`src/rtl/proctypes.sv`:
```
// Shared raytracer/display types: screen geometry, framebuffer index and
// the pixel record carried from the raytracer into the framebuffer writer.
package proctypes;

    localparam int SCREEN_WIDTH  = 320;
    localparam int SCREEN_HEIGHT = 240;

    typedef logic [8:0] ScreenX;
    typedef logic [7:0] ScreenY;

    localparam int FB_INDEX_BITS = $clog2(SCREEN_WIDTH * SCREEN_HEIGHT);

    typedef logic [FB_INDEX_BITS-1:0] FbIndex;

    typedef struct packed {
        ScreenX      x;
        ScreenY      y;
        logic [15:0] col;
    } PixelEntry;

    typedef enum logic [1:0] {
        ST_IDLE,
        ST_WRITING,
        ST_WAIT_SWAP
    } fb_writer_state;

    function automatic logic is_last_pixel(input ScreenX x, input ScreenY y);
        return (x == ScreenX'(SCREEN_WIDTH - 1)) && (y == ScreenY'(SCREEN_HEIGHT - 1));
    endfunction

endpackage

```
`src/rtl/pixel_fifo.sv`:
```
// Synchronous FIFO of PixelEntry records; a push into a full FIFO is
// accepted when a pop happens in the same cycle.
module pixel_fifo
    import proctypes::*;
#(
    parameter int DEPTH = 8
) (
    input  logic      clk,
    input  logic      rst,
    input  logic      push,
    input  logic      pop,
    output logic      full,
    output logic      empty,
    input  PixelEntry din,
    output PixelEntry dout
);

    localparam int AW = $clog2(DEPTH);

    PixelEntry        r_mem [DEPTH];
    logic [AW:0]      r_wr_ptr;
    logic [AW:0]      r_rd_ptr;
    logic             w_push_ok;
    logic             w_pop_ok;

    assign empty     = (r_wr_ptr == r_rd_ptr);
    assign full      = (r_wr_ptr[AW] != r_rd_ptr[AW]) &&
                       (r_wr_ptr[AW-1:0] == r_rd_ptr[AW-1:0]);
    assign w_pop_ok  = pop && !empty;
    assign w_push_ok = push && (!full || w_pop_ok);
    assign dout      = r_mem[r_rd_ptr[AW-1:0]];

    always_ff @(posedge clk) begin
        if (w_push_ok) begin
            r_mem[r_wr_ptr[AW-1:0]] <= din;
        end
    end

    always_ff @(posedge clk) begin
        if (rst) begin
            r_wr_ptr <= '0;
            r_rd_ptr <= '0;
        end else begin
            if (w_push_ok) r_wr_ptr <= r_wr_ptr + 1'b1;
            if (w_pop_ok)  r_rd_ptr <= r_rd_ptr + 1'b1;
        end
    end

endmodule

```
`src/rtl/framebuffer_writer.sv`:
```
// Buffers raytracer pixels and writes them into the back half of a
// double-buffered framebuffer, swapping halves at vsync after the last pixel.
module framebuffer_writer
    import proctypes::*;
#(
    parameter int FIFO_DEPTH = 8,
    parameter int FB_INDEX_W = FB_INDEX_BITS
) (
    input  logic                  clk,
    input  logic                  rst,
    input  logic                  frame_start,
    input  logic                  valid_in,
    input  ScreenX                pixel_x_in,
    input  ScreenY                pixel_y_in,
    input  logic [15:0]           pixel_value_in,
    input  logic                  vsync,
    output logic                  fb_we,
    input  logic                  fb_wr_ready,
    output logic [FB_INDEX_W:0]   fb_addr,
    output logic [15:0]           fb_wdata,
    output logic                  front_sel,
    output logic                  busy,
    output logic                  overflow,
    output logic [15:0]           frame_count
);

    fb_writer_state          r_state;
    logic                    r_pending_start;
    logic                    r_front_sel;
    logic                    r_overflow;
    logic                    r_we;
    logic                    r_last;
    logic [15:0]             r_frame_count;
    logic [15:0]             r_wdata;
    logic [FB_INDEX_W:0]     r_addr;

    logic                    w_full;
    logic                    w_empty;
    logic                    w_xfer;
    logic                    w_pop;
    logic                    w_push;
    logic                    w_accept;
    PixelEntry               w_din;
    PixelEntry               w_dout;
    logic [FB_INDEX_W-1:0]   w_index;

    assign w_din    = '{x: pixel_x_in, y: pixel_y_in, col: pixel_value_in};
    assign w_xfer   = r_we && fb_wr_ready;
    assign w_accept = valid_in && (r_state != ST_IDLE);
    // Nothing is popped on the cycle the last pixel leaves, so the next
    // frame's pixels are addressed with the post-swap buffer select.
    assign w_pop    = (r_state == ST_WRITING) && !w_empty &&
                      (!r_we || w_xfer) && !(w_xfer && r_last);
    assign w_push   = w_accept && (!w_full || w_pop);
    assign w_index  = FB_INDEX_W'(w_dout.y) * FB_INDEX_W'(SCREEN_WIDTH) + FB_INDEX_W'(w_dout.x);

    pixel_fifo #(
        .DEPTH (FIFO_DEPTH)
    ) u_fifo (
        .clk   (clk),
        .rst   (rst),
        .push  (w_push),
        .pop   (w_pop),
        .full  (w_full),
        .empty (w_empty),
        .din   (w_din),
        .dout  (w_dout)
    );

    always_ff @(posedge clk) begin
        if (rst) begin
            r_state         <= ST_IDLE;
            r_pending_start <= 1'b0;
            r_front_sel     <= 1'b0;
            r_overflow      <= 1'b0;
            r_we            <= 1'b0;
            r_last          <= 1'b0;
            r_frame_count   <= '0;
            r_wdata         <= '0;
            r_addr          <= '0;
        end else begin
            if (w_pop) begin
                r_we    <= 1'b1;
                r_addr  <= {~r_front_sel, w_index};
                r_wdata <= w_dout.col;
                r_last  <= is_last_pixel(w_dout.x, w_dout.y);
            end else if (w_xfer) begin
                r_we <= 1'b0;
            end

            if (w_accept && w_full && !w_pop) r_overflow <= 1'b1;

            case (r_state)
                ST_IDLE: begin
                    if (frame_start) begin
                        r_state    <= ST_WRITING;
                        r_overflow <= 1'b0;
                    end
                end
                ST_WRITING: begin
                    if (w_xfer && r_last) r_state <= ST_WAIT_SWAP;
                end
                ST_WAIT_SWAP: begin
                    if (vsync) begin
                        r_front_sel     <= ~r_front_sel;
                        r_frame_count   <= r_frame_count + 16'd1;
                        r_pending_start <= 1'b0;
                        r_state         <= (r_pending_start || frame_start) ? ST_WRITING : ST_IDLE;
                    end else if (frame_start) begin
                        r_pending_start <= 1'b1;
                    end
                end
                default: r_state <= ST_IDLE;
            endcase
        end
    end

    assign fb_we       = r_we;
    assign fb_addr     = r_addr;
    assign fb_wdata    = r_wdata;
    assign front_sel   = r_front_sel;
    assign busy        = (r_state != ST_IDLE);
    assign overflow    = r_overflow;
    assign frame_count = r_frame_count;

endmodule

```
`config.mk`:
```
export PLATFORM = sky130hd
export DESIGN_NAME = framebuffer_writer
export DESIGN_NICKNAME = d
export VERILOG_FILES = /design/src/rtl/proctypes.sv /design/src/rtl/pixel_fifo.sv /design/src/rtl/framebuffer_writer.sv
export SDC_FILE = /design/constraint.sdc
export NUM_CORES = 1
export LEC_CHECK = 0
export ABC_AREA = 1
export ABC_CLOCK_PERIOD_IN_PS = 4600
export CAP_MARGIN = 20
export CORE_ASPECT_RATIO = 1.5
export CORE_MARGIN = 2
export CORE_UTILIZATION = 59
export CTS_CLUSTER_SIZE = 30
export DETAILED_ROUTE_END_ITERATION = 12
export PLACE_DENSITY = 0.77
export RECOVER_POWER = 50
export SLEW_MARGIN = 10
export SYNTH_ARGS = -nofsm -noshare
export SYNTH_HDL_FRONTEND = slang
export SYNTH_HIERARCHICAL = 1
export SYNTH_SLANG_ARGS = --single-unit
```
`constraint.sdc`:
```
create_clock -name clk -period 4.6 [get_ports clk]
set_input_delay 0.92 -clock clk [delete_from_list [all_inputs] [get_ports clk]]
set_output_delay 0.92 -clock clk [all_outputs]
set_load 0.01 [all_outputs]
```
# After elaboration in Yosys (flattened, before gate mapping)
# Memories as Yosys holds them, arrays and structs flattened. A register that Yosys moved wholly into a read port is not among the register bits.
# Cells that the tools add are included.
dict set report word_totals {
  ram_bits 264
  mem_count 1
  in_bits 39
  ff_bits 65
  word_cells 73
  out_inout_bits 54
}
dict set report op_classes {
  n_mul 1
  n_mux 16
  eq_ne 10
  n_addsub 4
  n_bitwise 1
  reduce_logical 29
}
# memory depth word_bits rd rd_ports_with_merged_regs wr line_no
set mem_list {}
lappend mem_list {u_fifo.r_mem 8 33 1 1 1 pixel_fifo.sv:20} ;# PixelEntry r_mem [DEPTH];
# cell n
set op_table {}
lappend op_table {{$add A17 B9 Y17} 1}
lappend op_table {{$add A16 B1 Y16 const B} 1}
lappend op_table {{$logic_and A1 B1 Y1} 13}
lappend op_table {{$mul A8 B3 Y11 const B} 1}
lappend op_table {{$mux W1} 10}
lappend op_table {{$eq A9 B9 Y1 const B} 1}
lappend op_table {{$add A4 B1 Y4 const B} 2}
lappend op_table {{$eq A8 B8 Y1 const B} 1}
lappend op_table {{$mux W2} 3}
lappend op_table {{$mux W3} 2}
lappend op_table {{$pmux W2 S3} 1}
lappend op_table {{$reduce_bool A2 Y1} 3}
lappend op_table {{$logic_not A1 Y1} 5}
lappend op_table {{$eq A4 B4 Y1} 1}
lappend op_table {{$logic_or A1 B1 Y1} 4}
lappend op_table {{$ne A2 B2 Y1 const B} 2}
lappend op_table {{$reduce_and A2 Y1} 2}
lappend op_table {{$eq A3 B3 Y1} 1}
lappend op_table {{$reduce_and A3 Y1} 1}
lappend op_table {{$eq A2 B1 Y1 const B} 1}
lappend op_table {{$eq A2 B2 Y1 const B} 1}
lappend op_table {{$logic_not A2 Y1} 1}
lappend op_table {{$ne A2 B1 Y1 const B} 1}
lappend op_table {{$ne A1 B1 Y1} 1}
lappend op_table {{$not A1 Y1} 1}

# Longest topological paths before layout
dict set report logic_depth {
  ltp_word 10
  mapped_depth 22
  ltp_nobuf 19
}

# Hierarchy
# Netlist, hierarchy kept.
# mod n_inst cells_each area_per_inst_um2 seq_area_each_um2
set by_module_without_submodules {}
lappend by_module_without_submodules {pixel_fifo 1 866 10846.7 8147.8}
lappend by_module_without_submodules {framebuffer_writer 1 399 2941.6 1141.1}

# Worst setup path after synthesis
# Ideal clock, no wire load.
dict set report synth_path {
  path_type {in2reg}
  startpoint {input port fb_wr_ready}
  endpoint {memory u_fifo/r_mem[0][0] (netlist name) (enable)}
  path_buffers 1
  setup_ps 423
  arrival_time_ps 3396
  path_stages 8
  t_required_ps 4177
  path_slack_ps 781
  cell_sequence {nand3_1 > nand2_1 > inv_2 > nand3_1 > clkbuf_1 > a21oi_1 > nand3_1 > nor2_1}
}
dict set report synth_between {
  elab_chain_len 9
  elab_cells_between_ends 13
  classes_between {mux (2); reduce/logical (11)}
}
# item line_no
set synth_rtl {}
lappend synth_rtl {{from (decl)} framebuffer_writer.sv:18} ;# input logic fb_wr_ready,
lappend synth_rtl {{$logic_and A1 B1 Y1 (*)} framebuffer_writer.sv:48} ;# assign w_xfer = r_we && fb_wr_ready;
lappend synth_rtl {{$logic_or A1 B1 Y1 or $logic_and A1 B1 Y1 (tied branches)} framebuffer_writer.sv:53} ;# (!r_we || w_xfer) && !(w_xfer && r_last);
lappend synth_rtl {{$logic_and A1 B1 Y1 or $logic_not A1 Y1 (tied branches)} {framebuffer_writer.sv:52, framebuffer_writer.sv:53}}
lappend synth_rtl {{$logic_and A1 B1 Y1 (*)} framebuffer_writer.sv:53}
lappend synth_rtl {{$logic_or A1 B1 Y1 (*)} framebuffer_writer.sv:54} ;# assign w_push = w_accept && (!w_full || w_pop);
lappend synth_rtl {{$logic_and A1 B1 Y1 (*)} framebuffer_writer.sv:54}
lappend synth_rtl {{named net w_push} framebuffer_writer.sv:41} ;# logic w_push;
lappend synth_rtl {{$logic_and A1 B1 Y1 (*)} pixel_fifo.sv:30} ;# assign w_push_ok = push && (!full || w_pop_ok);
lappend synth_rtl {{$mux W1 (*)} pixel_fifo.sv:34} ;# if (w_push_ok) begin
lappend synth_rtl {{$mux W1 (implied by the code) (*)} pixel_fifo.sv:35} ;# r_mem[r_wr_ptr[AW-1:0]] <= din;
lappend synth_rtl {{to (decl)} pixel_fifo.sv:20}
# Mark *: on every way through the listed nets, which the timed path passes. The rest lies on a longest branch.

# Final worst setup path
dict set report layout_path {
  startpoint {input port fb_wr_ready}
  endpoint {memory u_fifo/r_mem[0][10] (netlist name) (enable)}
}
dict set report layout_between {
  elab_chain_len 9
  elab_cells_between_ends 13
  classes_between {mux (2); reduce/logical (11)}
}
# item line_no
set layout_rtl {}
lappend layout_rtl {{$logic_and A1 B1 Y1 (*)} framebuffer_writer.sv:48}
lappend layout_rtl {{$logic_or A1 B1 Y1 or $logic_and A1 B1 Y1 (tied branches)} framebuffer_writer.sv:53}
lappend layout_rtl {{$logic_and A1 B1 Y1 or $logic_not A1 Y1 (tied branches)} {framebuffer_writer.sv:52, framebuffer_writer.sv:53}}
lappend layout_rtl {{$logic_and A1 B1 Y1 (*)} framebuffer_writer.sv:53}
lappend layout_rtl {{$logic_or A1 B1 Y1 or $logic_and A1 B1 Y1 (tied branches)} {framebuffer_writer.sv:54, pixel_fifo.sv:29}}
lappend layout_rtl {{$logic_and A1 B1 Y1 or $logic_or A1 B1 Y1 (tied branches)} {framebuffer_writer.sv:54, pixel_fifo.sv:30}}
lappend layout_rtl {{$logic_and A1 B1 Y1 (*)} pixel_fifo.sv:30}
lappend layout_rtl {{$mux W1 (*)} pixel_fifo.sv:34}
lappend layout_rtl {{$mux W1 (implied by the code) (*)} pixel_fifo.sv:35}
# Every way passes the cells marked *; elsewhere a longest branch is shown, timed or not.

==> results by group <==
GRT
  – First-pass GRT wire length: 48500 um
  – Gr ovfl total: 0
  – Number of global-route vias before repair: 9436
  – GRT Total Usage: 25.5%
  – Antenna violations before repair: 0
  – Pin count of the biggest net entering global routing: 57

Yosys
  – Synth Net Count: 1324
  – Commonest cells in the netlist: edfxtp_1, nor2_1, nand2_1
  – Asr flop ratio synth: 0%
  – Seq cells post-synth: 332
  – Yosys top cell area share: 57.5%
  – Post-synth EDFFs: 264
  – Synth top area cells: edfxtp_1, dfxtp_1, nor2_1
  – Syn avg cell area: 10.9 um^2
  – Synthesis Warnings: 6
  – Cell variety after synth: 43
  – Most used DFF post-synth: edfxtp_1
  – Most common cell in the synthesized netlist: edfxtp_1
  – Syn Std Cell Area: 0.0138 mm^2
  – Area leader, netlist: edfxtp_1
  – Post-Synthesis Cells: 1265
  – Register area share after synthesis: 67.4%

Critical path
  – CP max stage delay: 1.42 ns
  – Cell chain of the critical path: clkdlybuf4s50_1 -> nand3_1 -> nand2_1 -> inv_2 -> nand3_1 -> clkbuf_1 -> inv_2 -> inv_1 -> nand4_4 -> nand3_1 -> nor2_4 -> buf_4
  – Startpoint types: input port
  – Crit-path most repeated cell: nand3_1
  – Critical Path Fanout Max: 33
  – Critical path's slowest cell: clkbuf_1
  – Crit. End Element: register
  – Crit path kind: input port to register
  – WP data arrival: 4.31 ns
  – Worst path required time: 4.84 ns

Floorplan
  – Core Area: 0.0230 mm^2
  – Std cell rows: 68
  – Height of the die: 191 um
  – Starting Density: 60.0%
  – I/O Pins: 93
  – Die W: 129 um
  – Die area: 0.0246 mm^2

Timing
  – Final Critical Period: 4.08 ns
  – Tcrit/Tclk final: 88.6%
  – Setup TNS: 0 ns
  – Hold slack: 0.453 ns
  – Hold Vio Cnt, Final: 0
  – Max-slew violations: 73
  – Worst-Margin Slew: 1.96 ns
  – # setup viols final: 0
  – Final clock skew: 0.00916 ns
  – RSZ-0062 raised after global routing: false
  – Relative slew slack: -30.4%
  – Fmax: 245 MHz

Clock tree
  – CTS Root Cell: clkbuf_16
  – Clock sink total: 332
  – Total CTS buffers: 30
  – CTS tree: built
  – Post-CTS Setup Inserts: 0
  – Clock buffer depth: 3
  – Post-cts sizing count: 0
  – H-tree levels: 1
  – CTS Hold Bufs: 0
  – Clock transition at path regs: 0.06 ns
  – Clock latency on the worst-skew pair: 0.55 ns

Finish
  – Layout cell share with drive strength beyond 1: 7.51%
  – Layout Nets: 1407
  – Cell area after layout: 0.0160 mm^2
  – # diodes: 0
  – FILL cells: 1657
  – Syn-to-layout area delta: 16.1%

Place
  – Post-DP HPWL: 18300 um
  – Port bufs: 92
  – Post-DP Area: 0.0150 mm^2
  – Routability Congestion: 0.846

Detailed routing
  – Drc violations: 0
  – Drt first pass iters: 5
  – Routed WL: 31300 um
  – Final antenna-violating net count: 0
  – Initial DRC Count: 819
  – DR WL/cell: 18.9 um
  – Vias per cell: 5.81
  – Via count: 9597

Hold path
  – Worst Hold Class: register to register

Power
  – Static leakage: 5.86 nW
  – Power per cell area: 391 mW/mm^2
  – Max IR drop VDD: 0.349 mV

Run status
  – Status: finished, violations left
  – Failing checks: max-capacitance violations, max-slew violations

Flow run
  – Max cap viols: 2
## state kept, by name, summed over array words and instances, names as in the netlist, named ones only
name	count
fb_we	1
fb_wdata	16
r_pending_start	1
frame_count	16
overflow	1
r_state	2
r_last	1
fb_addr	18
u_fifo/r_rd_ptr	4
front_sel	1
u_fifo/r_mem	264
u_fifo/r_wr_ptr	4
## layer usage
metal / vias to the layer above / global-route usage, % / part of all wire, %
li1: 4546 / - / -
met1: 4605 / 30.2 / 37
met2: 385 / 47.1 / 53
met3: 61 / 3.30 / 7.0
met4: 0 / 9.11 / 2.7
met5: - / 0 / 0
## cells in the final DEF (no fill, tap or decap), types with 3 or more instances in the layout
cell / netlist / final
ha_1: 18 / 18
nand3b_1: 4 / 4
buf_4: 12 / 19
clkbuf_16: 0 / 31
nand3_1: 27 / 27
inv_1: 47 / 47
bufinv_16: 0 / 4
a31oi_1: 35 / 35
o21ai_1: 69 / 62
xor2_1: 8 / 8
clkbuf_8: 0 / 6
nand2_1: 176 / 176
dfxtp_1: 68 / 66
clkinv_1: 3 / 4
nor2_4: 0 / 7
edfxtp_1: 264 / 264
o21ai_0: 110 / 117
nor2_8: 4 / 3
nor2_1: 255 / 249
nand2_2: 3 / 3
nand4_1: 6 / 6
clkinv_2: 1 / 5
xnor2_1: 4 / 4
clkdlybuf4s50_1: 0 / 19
a21oi_1: 64 / 64
dlygate4sd3_1: 0 / 73
nor3_1: 5 / 5
inv_2: 8 / 8
clkbuf_1: 32 / 9
## worst paths after layout
| kind | start | to | slack, ns | cells past startpoint |
|---|---|---|---|---|
| worst max register to register | u_fifo/r_wr_ptr[1] | u_fifo/r_mem[0][10] | 0.57 | 15 |
| worst min-delay path | front_sel | fb_addr[17] | 0.45 | 1 |
| worst max-delay path | fb_wr_ready | u_fifo/r_mem[0][10] | 0.52 | 12 |
| worst min register to register | front_sel | fb_addr[17] | 0.45 | 1 |
## worst max-delay path, delay by kind of cell
kind	cells	cell delay [ns]
buffers and inverters	6	2.48
and+or+nand+nor	6	0.87
## report_power, final
part / total (mW) / switching, mW / internal (mW)
clock network: 2.59 / 1.04 / 1.55
registers: 3.29 / 0.0174 / 3.28
logic: 0.380 / 0.239 / 0.140
## final cells by class
class	instances	area, um^2	area share, %
clock buffers	44	885	5.53
well taps	280	350	2.19
repair buffers	114	1090	6.82
clock inverters	12	164	1.02
inverters	60	229	1.43
multi-input cells	810	4000	25.0
flip-flops and latches	332	9290	58.1
## cell families (layout without fill, tap and decap cells)
kind of cell,Yosys count,count (layout),share of synthesized area [%]
fa+ha+maj,20,20,1.92
flops,332,332,67.4
simple gates,494,494,15.2
compound gates,283,283,10.7
xor+xnor,13,13,0.880
buf+inv,123,230,3.91
## stage by stage
stage | total power, mW | setup slack, ns | std cells | utilization (%)
floorplan | 3.59 | 0.781 | 1265 | -
global placement | 3.74 | 0.920 | 1596 | 65.2
detailed placement | 3.75 | 0.745 | 1596 | 65.2
CTS | 6.32 | 0.702 | 1652 | 69.8
global route | 6.47 | 0.317 | 1652 | 69.7
finish | 6.27 | 0.524 | 1652 | 69.7
No activity file was read; power rests on OpenSTA's default activity.
